$ cat config.mk
export PLATFORM = sky130hd
export DESIGN_NAME = result_buffer
export DESIGN_NICKNAME = d
export VERILOG_FILES = /design/src/rtl/alu_pkg.sv /design/src/rtl/buf_ctrl.sv /design/src/rtl/result_buffer.sv
export SDC_FILE = /design/constraint.sdc
export NUM_CORES = 1
export LEC_CHECK = 0
export BUFFER_PORTS_ARGS = -buffer_cell sky130_fd_sc_hd__buf_2
export CAP_MARGIN = 20
export CORE_MARGIN = 2
export CORE_UTILIZATION = 50
export DETAILED_ROUTE_END_ITERATION = 10
export PLACE_DENSITY = 0.71
export REMOVE_ABC_BUFFERS = 1
export SLEW_MARGIN = 20
export SYNTH_ARGS = -nofsm -noshare
export SYNTH_HDL_FRONTEND = slang
export SYNTH_SLANG_ARGS = --single-unit
$ cat constraint.sdc
create_clock -name clk -period 2.75 [get_ports clk]
set_input_delay 0.1375 -clock clk [delete_from_list [all_inputs] [get_ports clk]]
set_output_delay 0.1375 -clock clk [all_outputs]
set_load 0.005 [all_outputs]
$ cat src/rtl/alu_pkg.sv
// Shared defaults and result-entry layout for the adder result path.
package alu_pkg;
  localparam int WIDTH_DEF = 32;
  localparam int DEPTH_DEF = 4;

  typedef struct packed {
    logic [WIDTH_DEF-1:0] sum;
    logic                 cout;
    logic                 zero;
    logic                 neg;
  } result_t;

  function automatic int cnt_w(input int depth);
    return $clog2(depth) + 1;
  endfunction
endpackage

$ cat src/rtl/buf_ctrl.sv
// Pointer, occupancy and overflow tracking for the result buffer.
module buf_ctrl #(
  parameter int DEPTH = 4
) (
  input  logic                     clk,
  input  logic                     rst,
  input  logic                     in_valid,
  input  logic                     out_ready,
  output logic                     wr_en,
  output logic                     rd_en,
  output logic [$clog2(DEPTH)-1:0] wr_ptr,
  output logic [$clog2(DEPTH)-1:0] rd_ptr,
  output logic [$clog2(DEPTH):0]   count,
  output logic                     in_ready,
  output logic                     out_valid,
  output logic                     drop_err
);
  localparam int PW = $clog2(DEPTH);
  localparam int CW = PW + 1;

  function automatic logic [PW-1:0] nxt(input logic [PW-1:0] p);
    return (p == PW'(DEPTH - 1)) ? '0 : p + 1'b1;
  endfunction

  // Full blocks writes even when a read happens in the same cycle.
  assign in_ready  = (count != CW'(DEPTH));
  assign out_valid = (count != '0);
  assign wr_en     = in_valid && in_ready;
  assign rd_en     = out_valid && out_ready;

  always_ff @(posedge clk) begin
    if (rst) begin
      wr_ptr   <= '0;
      rd_ptr   <= '0;
      count    <= '0;
      drop_err <= 1'b0;
    end else begin
      if (wr_en) wr_ptr <= nxt(wr_ptr);
      if (rd_en) rd_ptr <= nxt(rd_ptr);
      if (wr_en && !rd_en)      count <= count + 1'b1;
      else if (!wr_en && rd_en) count <= count - 1'b1;
      if (in_valid && !in_ready) drop_err <= 1'b1;
    end
  end
endmodule

$ cat src/rtl/result_buffer.sv
// Circular result buffer behind the adder stage; head entry shown with no added latency.
// Optional per-entry zero/negative flags built when RESULT_FLAGS_EN is defined.
module result_buffer
  import alu_pkg::*;
#(
  parameter int DEPTH = DEPTH_DEF,
  parameter int WIDTH = WIDTH_DEF
) (
  input  logic                     clk,
  input  logic                     rst,
  input  logic                     in_valid,
  input  logic [WIDTH-1:0]         in_sum,
  input  logic                     in_cout,
  output logic                     in_ready,
  output logic                     out_valid,
  input  logic                     out_ready,
  output logic [WIDTH-1:0]         out_sum,
  output logic                     out_cout,
  output logic                     out_zero,
  output logic                     out_neg,
  output logic [$clog2(DEPTH):0]   count,
  output logic                     drop_err
);
  localparam int PW = $clog2(DEPTH);

  typedef struct packed {
    logic [WIDTH-1:0] sum;
    logic             cout;
`ifdef RESULT_FLAGS_EN
    logic             zero;
    logic             neg;
`endif
  } entry_t;

  logic          wr_en, rd_en;
  logic [PW-1:0] wr_ptr, rd_ptr;
  entry_t        mem [DEPTH];
  entry_t        wr_entry, head;

  buf_ctrl #(.DEPTH(DEPTH)) u_ctrl (
    .clk       (clk),
    .rst       (rst),
    .in_valid  (in_valid),
    .out_ready (out_ready),
    .wr_en     (wr_en),
    .rd_en     (rd_en),
    .wr_ptr    (wr_ptr),
    .rd_ptr    (rd_ptr),
    .count     (count),
    .in_ready  (in_ready),
    .out_valid (out_valid),
    .drop_err  (drop_err)
  );

  always_comb begin
    wr_entry      = '0;
    wr_entry.sum  = in_sum;
    wr_entry.cout = in_cout;
`ifdef RESULT_FLAGS_EN
    wr_entry.zero = (in_sum == '0);
    wr_entry.neg  = in_sum[WIDTH-1];
`endif
  end

  // Storage needs no reset: an empty buffer masks the head to zero.
  always_ff @(posedge clk) begin
    if (wr_en) mem[wr_ptr] <= wr_entry;
  end

  assign head     = mem[rd_ptr];
  assign out_sum  = out_valid ? head.sum : '0;
  assign out_cout = out_valid & head.cout;
`ifdef RESULT_FLAGS_EN
  assign out_zero = out_valid & head.zero;
  assign out_neg  = out_valid & head.neg;
`else
  assign out_zero = 1'b0;
  assign out_neg  = 1'b0;
`endif
endmodule

==> results of run 1 <==
[metrics by stage]
stage / std cells / hold WS (ps) / setup WS (ps)
finish: 547 / 50.15 / 301.8
floorplan: 251 / 206.6 / 346.3
global placement: 480 / 353.5 / 387.4
detailed placement: 480 / 357.2 / 317.3
CTS: 547 / 30.06 / 292.0
global route: 547 / 83.74 / 121.3
[state kept, by name, summed over array words and instances, names as in the netlist, named ones only]
register and cells:
mem 132, u_ctrl.count 3, u_ctrl.drop_err 1, u_ctrl.rd_ptr 2, u_ctrl.wr_ptr 2
[final timing paths]
path / start / to / slack (ps) / cells past startpoint
max: u_ctrl.count[0] / u_ctrl.count[2] / 300 / 7
min: out_ready / register / 50 / 4
max reg2reg: u_ctrl.count[0] / u_ctrl.count[2] / 300 / 7
min reg2reg: u_ctrl.drop_err / u_ctrl.drop_err / 490 / 2
[power groups by stage]
stage          Sequential [mW]  Combinational, mW  Clock, mW
3_5_place_dp              2.78               1.67          0
4_1_cts                   2.74               1.72       2.35
6_report                  2.73               1.67       2.32
2_1_floorplan             2.81              0.889          0
5_1_grt                   2.76               1.86       2.44
3_3_place_gp              2.77               1.65          0
[cells in the final DEF (no fill, tap or decap), drive strengths merged, types with 2 or more instances in the layout]
| cell type | count |
|---|---|
| dfxtp | 10 |
| clkbuf | 18 |
| bufinv | 4 |
| buf | 89 |
| nor2b | 33 |
| nor3 | 2 |
| clkinv | 6 |
| ha | 6 |
| mux2i | 2 |
| clkinvlp | 4 |
| or3 | 2 |
| edfxtp | 132 |
| inv | 4 |
| conb | 2 |
| xor2 | 2 |
| dlygate4sd3 | 35 |
| o31ai | 2 |
| and3 | 4 |
| nor2 | 5 |
| nand3 | 2 |
| a21oi | 3 |
| mux4 | 33 |
[logic make-up (layout without fill, tap and decap cells)]
family	Yosys count	after routing	share of synthesized area [%]
flops	142	142	75.35
simple gates	51	51	5.705
mux	35	35	13.81
buf+inv	19	160	2.060
compound gates	8	8	0.9735
fa+ha+maj	7	7	1.721
xor+xnor	2	2	0.3170
other cells	1	2	0.06785
[metal layers]
layer / part of all wire, % / wire length [µm]
met3: 5.0 / 496
met2: 52 / 5194
met4: 1.4 / 142
met5: 0 / 0
met1: 41 / 4131
[cell type report]
| cell class | instances | area share, % |
|---|---|---|
| multi-input cells | 105 | 17.83 |
| well taps | 140 | 2.482 |
| inverters | 4 | 0.2127 |
| clock buffers | 18 | 5.921 |
| clock inverters | 14 | 2.748 |
| flip-flops and latches | 142 | 59.03 |
| repair buffers | 124 | 11.77 |
[worst register-to-register path: stages (launching register included)]
cell and delay (ps):
dfxtp_1 400, o31ai_1 520, ha_1 290, inv_1 70
fa_1 370, xor2_1 180, or3_2 420, a21oi_1 140
[repair_timing]
| item | CTS | global route |
|---|---|---|
| hold buffers | 35 | 0 |
| endpoints found under the hold margin | 142 | 0 |
| setup buffers | 0 | 0 |
| resized for setup | 0 | 0 |
==> impl_metrics.json, run 1 <==
{
  "status": "finished clean",
  "postSynthCellCount": 265,
  "ys_ff_latch": 142,
  "die_h_um": 109.1,
  "vdd_ir_drop_max_uv": 464.9,
  "clock_skew_ps": 8.111,
  "tightest_slew_ps": 639.9,
  "ios": 78,
  "ys_types": 30,
  "multi_input_area_mm2": 0.001259,
  "start_kind": "register",
  "cts_sinks": 142,
  "initial_core_util_pct": 51.21,
  "viasPerCell": 5.221,
  "grt_max_degree": 23,
  "fin_crit_ps": 2448,
  "crit_slowest_cell": "o31ai_1",
  "netlist_area_mm2": 0.005527,
  "synth_area_leader_cell": "edfxtp_1",
  "setup_violations": 0,
  "seq_power_share_pct": 40.7,
  "die-width_um": 109.1,
  "rows": 38,
  "yosysWarnings": 0,
  "final_cell_area_mm2": 0.007058,
  "routed-via-count": 2856,
  "wire_per_inst_um": 18.22,
  "drt_iter0_markers": 125,
  "cts_buffers": 17,
  "grt-busiest-layer": "met2",
  "ctsRootBufferMaster": "clkbuf_8",
  "drv_cap": 0,
  "hold_path_class": "input pin to register",
  "power_density_mw_per_mm2": 952.4,
  "crit_required_ps": 3200,
  "fin_util_pct": 65.40,
  "grt_overflow": 0,
  "diodes": 0,
  "final_antenna_net_count": 0,
  "use_met1_pct": 23.24,
  "area_delta_synth_final_pct": 27.71,
  "tns_ps": 0,
  "grt_first_pass_wirelength_um": 15570,
  "nNetsFinal": 438,
  "drc_errors": 0,
  "core_area_mm2": 0.01079,
  "synthTopCellsByCount": "edfxtp_1 (132), mux4_2 (33), nor2b_1 (33)",
  "path_clk_slew_ps": 60,
  "place_hpwl_um": 6247,
  "seqCellArea_mm2": 0.004167,
  "synth_ff_type": "edfxtp_1",
  "clk_latency_ps": 520,
  "worstPathMaxFanout": 7,
  "p_leak_nw": 2.535,
  "htreeDepth": 4,
  "antenna_found_initial": 0,
  "yosysSeqAreaShare_pct": 75.35,
  "cp_num_buf_inv": 1,
  "maxSlewHeadroom_pct": 57.34,
  "fmax_ghz": 0.4085,
  "fillers": 754,
  "yosysTopAreaCellShare_pct": 71.72,
  "hold_violations": 0,
  "cpLargestDelayFamily": "compound AO/OA/AOI/OAI gates",
  "crit_arrival_ps": 2900,
  "cts_max_path_buffers": 2,
  "drv_slew": 0,
  "gp_congestion": 0.7447,
  "end_kind": "register",
  "grt_pass1_vias": 2915,
  "ys_top_cells_by_area": "edfxtp_1 (72%), mux4_2 (13%), nor2b_1 (3.7%)",
  "die_area_mm2": 0.01191,
  "firstDrtPassIters": 4,
  "max_stage_delay_ps": 520,
  "synth_area_per_cell_um2": 20.85,
  "timing.final.crit_share_pct": 89.03,
  "grt_util_met3_pct": 4.961,
  "p_switching_mw": 1.793,
  "intPower_mw": 4.929,
  "yosysMostFrequentCell": "edfxtp_1",
  "crit_type": "register to register",
  "drive_gt1_share_pct": 39.80,
  "gr-usage-met2_pct": 31.19,
  "power_frac_clock_pct": 34.5,
  "tritoncts": "yes",
  "async_reset_ff_share_pct": 0,
  "sw_frac_of_total_pct": 26.67,
  "grtUsageTotal_pct": 18.56,
  "rsz0062_at_grt": "no",
  "path_cells": "o31ai_1 > ha_1 > inv_1 > fa_1 > xor2_1 > or3_2 > a21oi_1",
  "finalPower_mw": 6.722,
  "portBuffers": 75,
  "dpl-instance-area_mm2": 0.006096,
  "finalWirelength_um": 9965,
  "p_comb_share_pct": 24.9,
  "synth_edf_count": 132
}
No activity file was read; power rests on OpenSTA's default activity.
==> run 2, diff against run 1 <==
--- a/config.mk
+++ b/config.mk
@@ -10,8 +10,10 @@
 export CORE_MARGIN = 2
 export CORE_UTILIZATION = 50
 export DETAILED_ROUTE_END_ITERATION = 10
+export GPL_TIMING_DRIVEN = 0
 export PLACE_DENSITY = 0.71
 export REMOVE_ABC_BUFFERS = 1
+export SKIP_LAST_GASP = 1
 export SLEW_MARGIN = 20
 export SYNTH_ARGS = -nofsm -noshare
 export SYNTH_HDL_FRONTEND = slang
==> run 2 against run 1 <==
Effect of this change: critical path depth increased by 1; combinational power shrank 4%; final cell count fell by 1.8%; first-iteration DRC count down 5.6%; clock-buffer cell count is 1 lower; final area is 0.71% lower; register-to-register slack better by 30 ps.
==> impl_metrics.json, run 2 (synthesized netlist as in run 1, its figures left out) <==
{
  "cts_sinks": 142,
  "grt_pass1_vias": 2953,
  "die_area_mm2": 0.01191,
  "drv_slew": 0,
  "rsz0062_at_grt": "no",
  "fmax_ghz": 0.4131,
  "largest-register": "mem",
  "htreeDepth": 4,
  "fin_crit_ps": 2421,
  "final_antenna_net_count": 0,
  "grtUsageTotal_pct": 17.65,
  "drive_gt1_share_pct": 38.29,
  "crit_type": "register to register",
  "hold_violations": 0,
  "ios": 78,
  "timing.final.crit_share_pct": 88.04,
  "cts_max_path_buffers": 2,
  "finalWirelength_um": 9578,
  "tightest_slew_ps": 918.2,
  "ctsRootBufferMaster": "clkbuf_8",
  "fin_cells": 537,
  "viasPerCell": 5.244,
  "drc_errors": 0,
  "firstDrtPassIters": 4,
  "crit_required_ps": 3200,
  "drv_cap": 0,
  "tritoncts": "yes",
  "hold_buffers": 36,
  "status": "finished clean",
  "cts_buffers": 17,
  "hold_path_class": "input pin to register",
  "setup_violations": 0,
  "core_area_mm2": 0.01079,
  "antenna_found_initial": 0,
  "start_kind": "register",
  "path_clk_slew_ps": 60,
  "fillers": 771,
  "grt_first_pass_wirelength_um": 14950,
  "portBuffers": 75,
  "grt_overflow": 0,
  "clock_skew_ps": 7.397,
  "nNetsFinal": 428,
  "vdd_ir_drop_max_uv": 577.3,
  "p_leak_nw": 2.494,
  "clk_latency_ps": 510,
  "cts_resized": 0,
  "top_regs": "mem: 132 flops, u_ctrl.count: 3 flops",
  "dp.cells": 469,
  "final_cell_mix": "edfxtp_1 (132), buf_2 (75), dlygate4sd3_1 (36)",
  "layout_commonest_cell": "edfxtp_1",
  "end_kind": "register",
  "place_hpwl_um": 5506,
  "gp_congestion": 0.6735,
  "worstPathMaxFanout": 9,
  "grt_max_degree": 34,
  "crit_arrival_ps": 2870,
  "tns_ps": 0,
  "rows": 38,
  "area_delta_synth_final_pct": 26.81,
  "initial_core_util_pct": 51.21,
  "wire_per_inst_um": 17.84,
  "drt_iter0_markers": 118,
  "power_density_mw_per_mm2": 957.1,
  "largest_register_ffs": 132,
  "die_h_um": 109.1,
  "routed-via-count": 2816,
  "diodes": 0,
  "die-width_um": 109.1,
  "post_cts.repair.setup_buffers": 0,
  "maxSlewHeadroom_pct": 38.78
}
-- run 2: cell types whose count changed in the layout (fill, tap and decap cells not counted), sizes merged --
cell         delta
buf            -11
bufinv          -1
clkbuf          -1
clkinv          -3
clkinvlp        -1
dlygate4sd3     +1
inv             +6
-- run 2: final cells by class --
class,instances,area [µm²],share of cell area (%)
timing repair buffer,114,793.3,11.32
clock inverter,15,182.7,2.607
sequential,142,4169,59.49
multi-input combinational,105,1259,17.96
clock buffer,17,414.1,5.910
inverter,4,15.01,0.2142
tap,140,175.2,2.500
-- run 2: metrics by stage --
stage | power [mW] | hold WS, ps | instance area, µm² | utilization [%] | setup slack [ps]
3_5_place_dp | 4.470 | 357.3 | 6051 | 56.06 | 338.4
3_3_place_gp | 4.362 | 348.6 | 5982 | 55.43 | -534.5
4_1_cts | 6.789 | 32.36 | 7008 | 64.93 | 314.4
5_1_grt | 7.061 | 62.48 | 7008 | 64.93 | 153.6
6_report | 6.707 | 43.89 | 7008 | 64.93 | 329.0
2_1_floorplan | 3.704 | 206.6 | 5431 | - | 346.3
-- run 2: worst max-delay path, stage by stage (launching register included) --
cell and delay, ps:
dfxtp_1 510, or3b_1 320, and2_4 200, ha_1 170
inv_1 60, fa_1 370, xor2_1 170, or3_2 410
a21oi_1 140
-- run 2: metal layers --
metal	share of wire [%]	GRT usage (%)	vias up
met1	44	22.68	1442
met2	50	28.57	67
li1	-	-	1294
met4	1.0	5.220	0
met3	5.0	6.216	13
met5	0	0	-
-- run 2: worst paths after layout --
check | endpoint | startpoint | slack, ps | cells after the start
worst max-delay path | u_ctrl.count[2] | u_ctrl.count[0] | 330 | 8
worst min-delay path | register | out_ready | 40 | 4
worst max register to register | u_ctrl.count[2] | u_ctrl.count[0] | 330 | 8
worst min register to register | u_ctrl.drop_err | u_ctrl.drop_err | 490 | 2
-- run 2: report_power, final --
| part | internal [mW] | switching, mW |
|---|---|---|
| Sequential | 2.62 | 0.201 |
| Clock | 1.39 | 0.892 |
| Combinational | 0.854 | 0.743 |
| Total | 4.87 | 1.84 |
==> run 3, diff against run 2 <==
--- a/config.mk
+++ b/config.mk
@@ -12,6 +12,7 @@
 export DETAILED_ROUTE_END_ITERATION = 10
 export GPL_TIMING_DRIVEN = 0
 export PLACE_DENSITY = 0.71
+export RECOVER_POWER = 50
 export REMOVE_ABC_BUFFERS = 1
 export SKIP_LAST_GASP = 1
 export SLEW_MARGIN = 20
==> run 3 against run 2 <==
Effect of this change: critical path depth unchanged; sequential share of layout area up 0.43 points; combinational power about the same; register-to-register slack worse by 20 ps; via count up 0.53%; utilization down 0.46 points; critical endpoint unchanged; highest routed layer unchanged.
==> impl_metrics.json, run 3 (synthesized netlist as in run 1, its figures left out) <==
{
  "holdWs_ps": 47.48,
  "drt_iter0_markers": 123,
  "largest-register": "mem",
  "worst_slack_ps": 304.3,
  "cts_max_path_buffers": 2,
  "fin_crit_ps": 2446,
  "hold_depth": 4,
  "grtUsageTotal_pct": 17.65,
  "gp_congestion": 0.6735,
  "critPathLaunch": "u_ctrl.count[0]",
  "final_cell_mix": "edfxtp_1 (132), buf_2 (42), dlygate4sd3_1 (36)",
  "timing.final.crit_share_pct": 88.93,
  "cts_sinks": 142,
  "crit_required_ps": 3200,
  "finalPower_mw": 6.690,
  "fmax_ghz": 0.4089,
  "hold_violations": 0,
  "status": "finished clean",
  "p_leak_nw": 2.398,
  "antenna_found_initial": 0,
  "max_stage_delay_ps": 490,
  "vdd_ir_drop_max_uv": 576.1,
  "path_cells": "or3b_1 > and2_0 > ha_1 > inv_1 > fa_1 > xor2_1 > or3_2 > a21oi_1",
  "r2r-start": "u_ctrl.count[0]",
  "top_regs": "mem: 132 flops, u_ctrl.count: 3 flops",
  "crit_type": "register to register",
  "routed-via-count": 2831,
  "initial_core_util_pct": 51.21,
  "power_density_mw_per_mm2": 961.5,
  "die_h_um": 109.1,
  "rows": 38,
  "crit_arrival_ps": 2890,
  "place_ws_ps": 338.4,
  "intPower_mw": 4.856,
  "place_hpwl_um": 5506,
  "ctsRootBufferMaster": "clkbuf_8",
  "die-width_um": 109.1,
  "dp.cells": 469,
  "largest_register_ffs": 132,
  "diodes": 0,
  "r2r_setup_slack_ps": 300,
  "ios": 78,
  "min_from": "out_ready",
  "worstPathMaxFanout": 9,
  "drv_slew": 0,
  "clk_latency_ps": 510,
  "firstDrtPassIters": 4,
  "grt_first_pass_wirelength_um": 14950,
  "drc_errors": 0,
  "crit_slowest_cell": "dfxtp_1",
  "r2r.worst_path.cells": 8,
  "area_delta_synth_final_pct": 25.90,
  "fillers": 793,
  "maxSlewHeadroom_pct": 38.92,
  "core_area_mm2": 0.01079,
  "wire_per_inst_um": 17.87,
  "setup_violations": 0,
  "start_kind": "register",
  "path_clk_slew_ps": 60,
  "viasPerCell": 5.272,
  "sw_frac_of_total_pct": 27.42,
  "hold_path_class": "input pin to register",
  "seqCellArea_mm2": 0.004169,
  "p_comb_share_pct": 23.7,
  "portBuffers": 75,
  "grt_max_degree": 34,
  "layout_commonest_cell": "edfxtp_1",
  "drive_gt1_share_pct": 29.72,
  "tightest_slew_ps": 916.2,
  "drv_cap": 0,
  "clock_skew_ps": 7.508,
  "die_area_mm2": 0.01191,
  "end_kind": "register",
  "multi_input_area_mm2": 0.001250,
  "seq_power_share_pct": 42.1,
  "cts_buffers": 17,
  "power_frac_clock_pct": 34.2,
  "rsz0062_at_grt": "no",
  "finalWirelength_um": 9596,
  "grt_pass1_vias": 2953,
  "tritoncts": "yes",
  "htreeDepth": 4,
  "nNetsFinal": 428,
  "final_antenna_net_count": 0,
  "p_switching_mw": 1.834,
  "fin_cells": 537,
  "grt_overflow": 0
}
## run 3: changes by cell type in the layout (fill, tap and decap cells not counted), sizes merged
| cell | change |
|---|---|
| buf | -33 |
| clkbuf | +33 |
## run 3: layout make-up
| class | count | area share (%) |
|---|---|---|
| timing repair buffer | 114 | 10.81 |
| tap | 140 | 2.518 |
| clock inverter | 15 | 2.625 |
| clock buffer | 17 | 5.952 |
| multi-input combinational | 105 | 17.96 |
| inverter | 4 | 0.2158 |
| sequential | 142 | 59.92 |
## run 3: what timing repair did
action	4_1_cts	5_1_grt
resized for setup	0	0
buffers inserted	0	0
hold buffers	36	0
hold endpoints to repair	142	0
## run 3: path summary, 6_finish.rpt
check	endpoint
worst min-delay path	register
worst min register to register	u_ctrl.drop_err
worst max-delay path	u_ctrl.count[2]
worst max register to register	u_ctrl.count[2]
## run 3: critical path, delay by kind of cell (launching register included)
kind	cells	cell delay, ps
simple gates	3	950
fa+ha+maj	2	570
flops	1	490
xor+xnor	1	170
compound gates	1	140
buf+inv	1	60
## run 3: power by group through the flow
| stage | clock network (mW) | logic (mW) | registers [mW] |
|---|---|---|---|
| floorplan | 0 | 0.889 | 2.81 |
| global placement | 0 | 1.49 | 2.87 |
| detailed placement | 0 | 1.59 | 2.88 |
| global route | 2.42 | 1.76 | 2.86 |
| CTS | 2.31 | 1.64 | 2.84 |
| finish | 2.29 | 1.59 | 2.82 |
## run 3: through the flow
| stage | util [%] | setup TNS [ps] | cell area [µm²] |
|---|---|---|---|
| 3_5_place_dp | 56.06 | 0 | 6051 |
| 2_1_floorplan | - | 0 | 5431 |
| 3_3_place_gp | 55.43 | -16700 | 5982 |
| 4_1_cts | 64.93 | 0 | 7008 |
| 6_report | 64.47 | 0 | 6958 |
| 5_1_grt | 64.47 | 0 | 6958 |
## run 3: per-layer routing
| layer | vias up | global-route usage (%) | share of wire [%] | routed length, µm |
|---|---|---|---|---|
| li1 | 1292 | - | - | - |
| met1 | 1447 | 22.68 | 43 | 4167 |
| met2 | 81 | 28.57 | 50 | 4790 |
| met3 | 11 | 6.216 | 5.7 | 549 |
| met4 | 0 | 5.220 | 0.92 | 88 |
| met5 | - | 0 | 0 | 0 |
